## config.mk

```make
export PLATFORM = sky130hd
export DESIGN_NAME = key_event_arbiter
export DESIGN_NICKNAME = d
export VERILOG_FILES = /design/src/rtl/key_event_arbiter.sv
export SDC_FILE = /design/constraint.sdc
export NUM_CORES = 1
export LEC_CHECK = 0
export ABC_CLOCK_PERIOD_IN_PS = 4650
export CAP_MARGIN = 20
export CELL_PAD_IN_SITES_DETAIL_PLACEMENT = 2
export CELL_PAD_IN_SITES_GLOBAL_PLACEMENT = 2
export CORE_MARGIN = 3
export CORE_UTILIZATION = 35
export CTS_BUF_LIST = sky130_fd_sc_hd__clkbuf_16
export CTS_CLUSTER_DIAMETER = 50
export DETAILED_ROUTE_END_ITERATION = 10
export HOLD_SLACK_MARGIN = 0.08
export PLACE_DENSITY_LB_ADDON = 0.2
export SETUP_SLACK_MARGIN = 0.15
export SLEW_MARGIN = 15
export SYNTH_ARGS = -nofsm -noshare
export SYNTH_HDL_FRONTEND = slang
export SYNTH_SLANG_ARGS = --single-unit
export TNS_END_PERCENT = 50
```

## constraint.sdc

```tcl
create_clock -name clk -period 4.65 [get_ports clk]
set_clock_uncertainty 0.2 [all_clocks]
set_input_delay 0.93 -clock clk [delete_from_list [all_inputs] [get_ports clk]]
set_output_delay 0.93 -clock clk [all_outputs]
set_load 0.02 [all_outputs]
```

## src/rtl/key_event_arbiter.sv

```systemverilog
// Round-robin arbiter that serialises debounced key presses into a small event FIFO.
// Optional macro KEY_EVT_GAP_EN adds a per-event inter-grant cycle count on evt_gap.
module key_event_arbiter #(
    parameter int NUM_KEYS   = 4,
    parameter int FIFO_DEPTH = 4,
    localparam int KW        = (NUM_KEYS > 1) ? $clog2(NUM_KEYS) : 1
) (
    input  logic                clk,
    input  logic                rst,
    input  logic [NUM_KEYS-1:0] key_pulse,
    output logic                evt_valid,
    input  logic                evt_ready,
    output logic [KW-1:0]       evt_code,
    output logic [NUM_KEYS-1:0] pending,
    output logic                overrun,
    input  logic                clr_overrun
`ifdef KEY_EVT_GAP_EN
    ,
    output logic [15:0]         evt_gap
`endif
);

    localparam int PW = $clog2(FIFO_DEPTH);
    localparam logic [PW:0] FULL_COUNT = (PW+1)'(FIFO_DEPTH);

    logic [KW-1:0]       last;
    logic [KW-1:0]       grant_idx;
    logic                grant_en;
    logic [NUM_KEYS-1:0] grant_vec;
    logic [KW-1:0]       code_mem [FIFO_DEPTH];
    logic [PW-1:0]       wr_ptr;
    logic [PW-1:0]       rd_ptr;
    logic [PW:0]         fifo_count;
    logic                push;
    logic                pop;
    logic                drop;

    // First requesting key found searching upward from base+1, wrapping at NUM_KEYS.
    function automatic logic [KW-1:0] rr_pick(input logic [NUM_KEYS-1:0] req,
                                              input logic [KW-1:0]       base);
        logic [KW-1:0] pick;
        logic [KW-1:0] ci;
        logic          hit;
        int            c;
        pick = '0;
        hit  = 1'b0;
        for (int off = 1; off <= NUM_KEYS; off++) begin
            c = int'(base) + off;
            if (c >= NUM_KEYS) c = c - NUM_KEYS;
            ci = c[KW-1:0];
            if (!hit && req[ci]) begin
                hit  = 1'b1;
                pick = ci;
            end
        end
        return pick;
    endfunction

    // A full FIFO blocks the grant even if the head is popped this cycle.
    always_comb begin
        grant_idx = rr_pick(pending, last);
        grant_en  = (|pending) && (fifo_count < FULL_COUNT);
        grant_vec = grant_en ? (NUM_KEYS'(1) << grant_idx) : '0;
        push      = grant_en;
        drop      = |(key_pulse & pending & ~grant_vec);
    end

    // Handshake: an event transfers on any cycle where evt_valid && evt_ready;
    // evt_valid never depends on evt_ready, and evt_code holds until the transfer.
    assign evt_valid = (fifo_count != '0);
    assign pop       = evt_valid && evt_ready;
    assign evt_code  = code_mem[rd_ptr];

    always_ff @(posedge clk) begin
        if (rst) begin
            pending    <= '0;
            last       <= KW'(NUM_KEYS - 1);
            wr_ptr     <= '0;
            rd_ptr     <= '0;
            fifo_count <= '0;
            overrun    <= 1'b0;
            for (int i = 0; i < FIFO_DEPTH; i++) code_mem[i] <= '0;
        end else begin
            // A fresh pulse on the key being granted re-arms it behind the granted press.
            pending <= key_pulse | (pending & ~grant_vec);
            if (grant_en) last <= grant_idx;
            if (push) begin
                code_mem[wr_ptr] <= grant_idx;
                wr_ptr           <= wr_ptr + PW'(1);
            end
            if (pop) rd_ptr <= rd_ptr + PW'(1);
            case ({push, pop})
                2'b10:   fifo_count <= fifo_count + (PW+1)'(1);
                2'b01:   fifo_count <= fifo_count - (PW+1)'(1);
                default: fifo_count <= fifo_count;
            endcase
            if (drop)             overrun <= 1'b1;
            else if (clr_overrun) overrun <= 1'b0;
        end
    end

`ifdef KEY_EVT_GAP_EN
    logic [15:0] gap_mem [FIFO_DEPTH];
    logic [15:0] gap_cnt;
    logic [15:0] gap_val;
    logic        gap_seen;

    // gap_cnt counts cycles since the last grant minus one, so the reported gap is +1.
    always_comb begin
        if (!gap_seen || gap_cnt == 16'hFFFF) gap_val = 16'hFFFF;
        else                                  gap_val = gap_cnt + 16'd1;
    end

    assign evt_gap = gap_mem[rd_ptr];

    always_ff @(posedge clk) begin
        if (rst) begin
            gap_cnt  <= '0;
            gap_seen <= 1'b0;
            for (int i = 0; i < FIFO_DEPTH; i++) gap_mem[i] <= '0;
        end else begin
            if (grant_en) begin
                gap_cnt          <= '0;
                gap_seen         <= 1'b1;
                gap_mem[wr_ptr]  <= gap_val;
            end else if (gap_cnt != 16'hFFFF) begin
                gap_cnt <= gap_cnt + 16'd1;
            end
        end
    end
`endif

endmodule

```

==> results of run 1 <==
[per-layer routing]
metal	track usage, %	vias up
li1	-	440
met2	27.80	11
met1	20.56	445
met3	2.139	4
met5	0	-
met4	7.438	0
[area by class of cell]
cell class	instances	area (um2)
Clock inverter	1	3.754
Clock buffer	3	75.07
Timing Repair Buffer	15	150.1
Multi-Input combinational cell	79	529.3
Tap cell	44	55.05
Fill cell	346	1663
Inverter	11	41.29
Sequential cell	24	560.5
[cell usage after synthesis (all sizes together) (3+ instances only)]
master / number
a21oi: 8
dfxtp: 16
edfxtp: 8
inv: 11
nand2: 7
nand2b: 6
nor2: 18
nor3: 3
o21ai: 3
o31ai: 3
or3: 4
xor2: 4
[metrics by stage]
step	hold slack [ns]	util (%)	instances	instance area (um2)	power, mW
6_report	0.3112	45.98	177	1415	0.8517
3_3_place_gp	0.2864	43.41	173	1336	0.6440
4_1_cts	0.3230	45.98	177	1415	0.8638
2_1_floorplan	0.2677	-	117	1142	0.5499
3_5_place_dp	0.3069	43.41	173	1336	0.6681
5_1_grt	0.3458	45.98	177	1415	0.9156
[report_power, final]
| part | leakage, nW | internal [mW] | switching [mW] |
|---|---|---|---|
| combinational | 0.300 | 0.147 | 0.173 |
| sequential | 0.217 | 0.282 | 0.0581 |
| clock | 0.0385 | 0.115 | 0.0763 |
| total | 0.555 | 0.545 | 0.307 |
[critical path: cells and delay by family, from the launching register on]
| kind | cells | cell delay (ns) |
|---|---|---|
| buffers and inverters | 1 | 0.55 |
| DFF | 1 | 0.40 |
| muxes | 1 | 0.52 |
[sequential cells by signal (all words and copies together) (netlist names), named ones only]
signal	flops
rd_ptr	2
fifo_count	3
pending	4
last	2
overrun	1
code_mem	8
wr_ptr	2
[final timing paths]
| kind | to | slack [ns] | cells after the start | startpoint |
|---|---|---|---|---|
| setup reg to reg | fifo_count[2]$_SDFFE_PP0P_ | 2.21 | 9 | pending[1]$_SDFF_PP0_ |
| hold reg to reg | last[0]$_SDFFE_PP1P_ | 0.31 | 2 | last[0]$_SDFFE_PP1P_ |
| setup / recovery | evt_code[0] | 1.79 | 2 | flop |
| hold / removal | last[0]$_SDFFE_PP1P_ | 0.31 | 2 | last[0]$_SDFFE_PP1P_ |
[kinds of logic after synthesis]
family / Yosys count / synth area share, %
compound gates: 26 / 15.77
xor+xnor: 6 / 4.600
fa+ha+maj: 2 / 2.848
buf+inv: 14 / 4.600
flops: 24 / 49.07
mux: 3 / 4.819
simple gates: 42 / 18.29
==> impl_results.md, run 1 <==
- Place WS: 1.528 ns
- Status: completed
- Mapped Avg Cell Area: 9.764 um2
- Synth area leaders: dfxtp_1 28%, edfxtp_1 21%, nor2_1 5.9%
- Detailed-route DRC error count: 0
- Die area: 3985 um2
- Gates resized, CTS repair: 0
- Critical Path AT: 1.73 ns
- Worst-path clk slew: 0.06 ns
- Clock sinks: 24
- Area Overhead vs Synth: 23.88%
- Share of cells above drive strength 1: 7.519%
- Number of CTS-inserted buffers: 3
- Row count: 20
- Die X: 63.13 um
- Most common cell after layout, fill and taps aside: nor2_1
- Die extent in y: 63.13 um
- Final TNS setup: 0 ns
- Slowest library cell on the worst path: clkdlybuf4s50_1
- Worst EP required: 3.52 ns
- # Post-CTS Setup Buffers: 0
- Root buffer cell: clkbuf_16
- Post-synthesis cell area: 1142 um2
- Hpwl dp: 2.124 mm
- DR WL met2: 1.454 mm
- Asr flop ratio synth: 0%
- Hold Fails Final Rpt: 0
- Net count, final: 144
- Commonest non-fill, non-tap cells in the layout: 18 x nor2_1, 16 x dfxtp_1, 15 x clkdlybuf4s50_1, 10 x inv_1, 8 x edfxtp_1
- Fmax achieved: 0.3500 GHz
- Boundary Pins: 16
- Leakage: 0.5552 nW
- CTS max path bufs: 2
- CP Class: flop to primary output
- Seq/Total Area, Yosys: 49.07%
- Largest net degree at the start of global routing: 22
- Critical Path, Cell by Cell: mux4_2 -> clkdlybuf4s50_1
- Hold Path Class: flop to flop
- Max IR drop VDD: 0.0002447 V
- Uppermost layer routed: met4
- DR WL met3: 58 um
- PD cells: 601.8 nW/um2
- Final Wtd Congestion: 0.7980
- YS warnings: 0
- Clock latency on the worst-skew pair: 0.26 ns
- Crit-path max cell delay: 0.55 ns
- Via density: 5.085
- Via count: 900
- IO Port Bufs: 15
- Final setup vio count: 0
- Global Route Usage Sum: 16.37%
- H-tree depth: 1
- Worst Tran Pin Value: 0.7801 ns
- CTS Hold Bufs: 0
- Core area: 3078 um2
- Primary FF master, synth: dfxtp_1
- Yosys top cell area share: 28.04%
- Number of global-route vias before repair: 1025
- CP max FO: 2
- EDFF count, synth: 8
- First-pass GRT wire length: 5.030 mm
- CTS tree: built
- Antenna violations before repair: 0
- Avg WL per Cell: 16.49 um
- GRT Residual Overflow: 0
- Iter 0 DRT Violations: 31
- Antenna cells: 0
- Number of routed nets with antenna violations: 0
- Initial Util: 37.11%
- WL final: 2.918 mm
- Max Cap Viol: 0
- DRT Pass-1 Iters: 4
- Synthesized instance count: 117
- Final period util: 61.44%
- Yosys reg bits: 24
- Final max-slew violation count: 0
- PnR worst setup slack: 1.793 ns
- RSZ-0062 raised after global routing: no
- Synth area leader: dfxtp_1
- Rel. slew slack: 47.83%
- Startpoint Class: flop
- CP Capture Type: primary output
- Post-Syn Nets: 127
- Final min period: 2.857 ns
- Synth cell types: 37
- Met1 Wirelength: 1.362 mm
No activity file was read; power rests on OpenSTA's default activity.
==> inputs of run 2 (changes only) <==
--- a/config.mk
+++ b/config.mk
@@ -5,12 +5,12 @@
 export SDC_FILE = /design/constraint.sdc
 export NUM_CORES = 1
 export LEC_CHECK = 0
-export ABC_CLOCK_PERIOD_IN_PS = 4650
+export ABC_CLOCK_PERIOD_IN_PS = 2810
 export CAP_MARGIN = 20
 export CELL_PAD_IN_SITES_DETAIL_PLACEMENT = 2
 export CELL_PAD_IN_SITES_GLOBAL_PLACEMENT = 2
 export CORE_MARGIN = 3
-export CORE_UTILIZATION = 35
+export CORE_UTILIZATION = 33
 export CTS_BUF_LIST = sky130_fd_sc_hd__clkbuf_16
 export CTS_CLUSTER_DIAMETER = 50
 export DETAILED_ROUTE_END_ITERATION = 10
==> constraint.sdc (replaced) <==
create_clock -name clk -period 2.81 [get_ports clk]
set_clock_uncertainty 0.2 [all_clocks]
set_input_delay 0.562 -clock clk [delete_from_list [all_inputs] [get_ports clk]]
set_output_delay 0.562 -clock clk [all_outputs]
set_load 0.02 [all_outputs]
==> run 2 against run 1 <==
Clock power grew 64%. Largest power group unchanged. Via count is 0.33% lower. Global-route usage shrank 0.66 points. Hold slack better by 0.020 ns. Total power up 65%. Cell count grew 0.56%. Critical path type unchanged. First-iteration DRC count grew 3.2%. Die area grew 5.5%.
==> impl_results.md, run 2 (synthesis gave the netlist of run 1 again) <==
- Avg WL per Cell: 16.31 um (-1.0%)
- Final period util: 88.01%
- First-pass GRT wire length: 5.119 mm (+1.8%)
- Critical Path, Cell by Cell: mux4_2 -> clkdlybuf4s50_1
- Final Wtd Congestion: 0.7517 (-5.8%)
- DRT Pass-1 Iters: 3 (-1)
- CTS max path bufs: 2 (unchanged)
- H-tree depth: 1 (unchanged)
- Cell family with most CP delay: buffers and inverters
- Crit-path max cell delay: 0.55 ns (about the same)
- Slowest library cell on the worst path: clkdlybuf4s50_1
- Via density: 5.039 (-0.89%)
- IO Port Bufs: 15 (unchanged)
- Root buffer cell: clkbuf_16
- CP max FO: 2 (unchanged)
- WL final: 2.904 mm (-0.48%)
- Via count: 897 (-0.33%)
- Most common cell after layout, fill and taps aside: nor2_1
- Multi-input gate area: 529.3 um2 (unchanged)
- Core area: 3178 um2 (+3.3%)
- Worst r2r path cells: 9 (unchanged)
- Worst-path clk slew: 0.06 ns (about the same)
- Number of routed nets with antenna violations: 0 (unchanged)
- Commonest non-fill, non-tap cells in the layout: 18 x nor2_1, 16 x dfxtp_1, 15 x clkdlybuf4s50_1, 10 x inv_1, 8 x edfxtp_1
- Hold-critical path endpoint: last[0]$_SDFFE_PP1P_
- Final min period: 2.473 ns
- Area Overhead vs Synth: 24.53%
- Register area: 560.5 um2 (unchanged)
- Worst path bufs/invs: 1 (unchanged)
- Worst Hold Depth: 2 (unchanged)
- Startpoint Class: flop
- Die area: 4204 um2 (+5.5%)
- PD cells: 990.3 nW/um2 (+65%)
- Row count: 20 (unchanged)
- Antenna violations before repair: 0 (unchanged)
- HP Start: last[0]$_SDFFE_PP1P_
- Leakage: 0.5600 nW (+0.87%)
- Initial Util: 35.94% (-1.2 points)
- Detailed-route DRC error count: 0 (unchanged)
- Largest net degree at the start of global routing: 14 (-36%)
- # Post-CTS Setup Buffers: 0 (unchanged)
- Clock sinks: 24 (unchanged)
- Hold Path Class: flop to flop
- Die X: 64.84 um (+2.7%)
- Critical Path AT: 1.71 ns (-0.02 ns)
- Reg with most FFs: code_mem
- Hpwl dp: 2.209 mm (+4.0%)
- RSZ-0062 raised after global routing: no
- Global Route Usage Sum: 15.71% (-0.66 points)
- Antenna cells: 0 (unchanged)
- Final max-slew violation count: 0 (unchanged)
- Max IR drop VDD: 0.0004550 V (+86%)
- CP Class: flop to primary output
- Place WS: 0.07976 ns (-1.448 ns)
- CP Capture Type: primary output
- Number of global-route vias before repair: 1033 (+0.78%)
- Fmax achieved: 0.4044 GHz
- Number of CTS-inserted buffers: 3 (unchanged)
- Max reg flops: 8 (unchanged)
- CTS Hold Bufs: 0 (unchanged)
- Top Registers: code_mem (8), pending (4), fifo_count (3)
- Worst EP required: 2.05 ns (-1.47 ns)
- Status: completed
- Reg2reg end: fifo_count[2]$_SDFFE_PP0P_
- Max Cap Viol: 0 (unchanged)
- Final TNS setup: 0 ns (unchanged)
- Boundary Pins: 16 (unchanged)
- Share of cells above drive strength 1: 8.209% (+0.69 points)
- Iter 0 DRT Violations: 32 (+3.2%)
- Filler Cell Count: 353 (+2.0%)
- Worst Tran Pin Value: 0.6114 ns (-0.1687 ns)
- Clock latency on the worst-skew pair: 0.26 ns (about the same)
- Gates resized, CTS repair: 0 (unchanged)
- Worst r2r src: pending[3]$_SDFF_PP0_
- CTS tree: built
- Final setup vio count: 0 (unchanged)
- GRT Residual Overflow: 0 (unchanged)
- PnR worst setup slack: 0.3370 ns (-1.456 ns)
- Hold Fails Final Rpt: 0 (unchanged)
- Net count, final: 145 (+0.69%)
- Rel. slew slack: 58.89% (+11 points)
- Internal reg-to-reg setup slack: 0.36 ns (-1.85 ns)
- Die extent in y: 64.84 um (+2.7%)
-- run 2: cell types whose count changed in the layout (fill, tap and decap cells not counted), sizes merged --
cell and delta:
buf +1
-- run 2: how the worst max path moves through the flow --
stage	endpoint	cells past startpoint
after global placement	fifo_count[2]$_SDFFE_PP0P_	8
after CTS	evt_code[1]	2
final	evt_code[1]	2
after floorplan	fifo_count[2]$_SDFFE_PP0P_	8
after global routing	fifo_count[2]$_SDFFE_PP0P_	9
after detailed placement	fifo_count[2]$_SDFFE_PP0P_	8
-- run 2: tightest hold or removal path: stages, from the launching register on --
cell and delay [ns]:
dfxtp_1 0.33, nand2_1 0.07, nand3b_1 0.08
-- run 2: layout make-up --
| class | count | area share, % |
|---|---|---|
| clock buffer | 3 | 5.277 |
| clock inverter | 1 | 0.2639 |
| inverter | 11 | 2.902 |
| multi-input combinational | 79 | 37.20 |
| sequential | 24 | 39.40 |
| tap | 44 | 3.870 |
| timing repair buffer | 16 | 11.08 |
-- run 2: layer usage --
layer | up-vias | wire length, um | GRT usage, %
li1 | 441 | - | -
met1 | 444 | 1395 | 20.84
met2 | 10 | 1417 | 26.69
met3 | 2 | 73 | 2.253
met4 | 0 | 18 | 3.958
met5 | - | 0 | 0
-- run 2: where the power goes --
group | internal (mW) | switching, mW | total, mW | leakage [nW]
clock | 0.190 | 0.123 | 0.314 | 0.0385
combinational | 0.244 | 0.286 | 0.529 | 0.304
sequential | 0.467 | 0.0984 | 0.566 | 0.217
total | 0.901 | 0.508 | 1.41 | 0.560
-- run 2: stage by stage --
stage	cells	hold slack (ns)	cell area, um2	utilization (%)	power (mW)
after CTS	178	0.3315	1423	44.76	1.425
after floorplan	117	0.2677	1142	-	0.9099
after detailed placement	174	0.3212	1344	42.28	1.106
after global placement	174	0.2834	1344	42.28	1.072
after global routing	178	0.3670	1423	44.76	1.513
final	178	0.3311	1423	44.76	1.409
==> patch, RTL diff (config.mk and constraints of run 2) <==
Change the parameter `FIFO_DEPTH` from 4 to 8.
--- a/src/rtl/key_event_arbiter.sv
+++ b/src/rtl/key_event_arbiter.sv
@@ -2,7 +2,7 @@
 // Optional macro KEY_EVT_GAP_EN adds a per-event inter-grant cycle count on evt_gap.
 module key_event_arbiter #(
     parameter int NUM_KEYS   = 4,
-    parameter int FIFO_DEPTH = 4,
+    parameter int FIFO_DEPTH = 8,
     localparam int KW        = (NUM_KEYS > 1) ? $clog2(NUM_KEYS) : 1
 ) (
     input  logic                clk,
Function: changed (a bounded check fails within 10 cycles, from zero or initial values and one cycle with rst high).
==> patch against run 2 <==
- worst setup slack worse by 160 ps
- sequential cell count grew 12
- critical endpoint is now fifo_count[3]
- critical path depth is 8 higher
- synthesized area grew 51%
- sequential power is 34% higher
- cell area increased by 53%
- highest routed layer unchanged
- wire length grew 49%
- power is 48% higher
==> patch: results (changes against run 2) <==
* Worst-Skew Late Latency at 280 ps (+20 ps)
* Cts bufs inserted at 5 (+2)
* Post-synthesis mux area share at 0.0713 (+0.0231)
* Min-delay src: rd_ptr[1]
* Routability cong. at 0.803 (+6.8%)
* Post-synthesis sequential area ratio at 0.512 (+0.0213)
* CTS resizes at 2 (+2)
* Routed wire length at 4340 um (+49%)
* Leakage at 0.850 nW (+52%)
* Met1 Use GR at 0.190 (-0.0183)
* Syn_nets at 184 (+45%)
* Status: completed
* Worst vdd ir at 331 uV (-27%)
* Seq pwr at 0.756 mW (+34%)
* Met2 usage at 0.281 (+0.0139)
* EDFF count, synth at 16 (+8)
* Final setup margin at 182 ps (-155 ps)
* DR pass1 iterations at 4 (+1)
* Gr usage total at 0.159 (+0.00221)
* Post-DP HPWL at 3270 um (+48%)
* Synth Area in Adders at 0.0480 (+0.0195)
* Clock group power at 0.612 mW (+95%)
* Worst r2r dst: fifo_count[3]
* Htree depth at 2 (+1)
* Synth Area in XOR/XNOR at 0.0356 (-0.0104)
* Syn Inst Count at 170 (+45%)
* Critical path arrival at 2640 ps (+930 ps)
* Commonest cells in the netlist: nor2_1, dfxtp_1, nand2_1, edfxtp_1, a21oi_1
* Critical path type: reg -> reg
* Fillers at 539 (+53%)
* Crit-path slowest cell: or4_4
* Switching share of power at 0.330 (-0.0303)
[patch: changes by cell type after synthesis, sizes merged, moves of 3 or more]
cell,delta
edfxtp,+8
nand3,+3
a21oi,+4
o21bai,+6
nand2b,-4
o31ai,-3
ha,+4
nand2,+11
nor2,+16
dfxtp,+4
nand3b,+3
[patch: per-layer routing]
layer,vias up,share of wire
li1,644,-
met1,646,0.43
met2,18,0.53
met3,7,0.022
met4,0,0.018
met5,-,0
[patch: kinds of logic (layout without fill, tap and decap cells)]
family	Yosys count	count (layout)
muxes	7	7
buffers and inverters	14	38
DFF	36	36
adders and majority gates	6	6
and+or+nand+nor	67	67
xor gates and xnor gates	7	7
AOI/OAI and AO/OA	33	33
[patch: final cells by class]
class                      instances  area share
multi-input combinational        120       0.374
inverter                           9      0.0155
sequential                        36       0.406
clock inverter                     3      0.0178
tap                               67      0.0385
timing repair buffer              21      0.0902
clock buffer                       5      0.0574
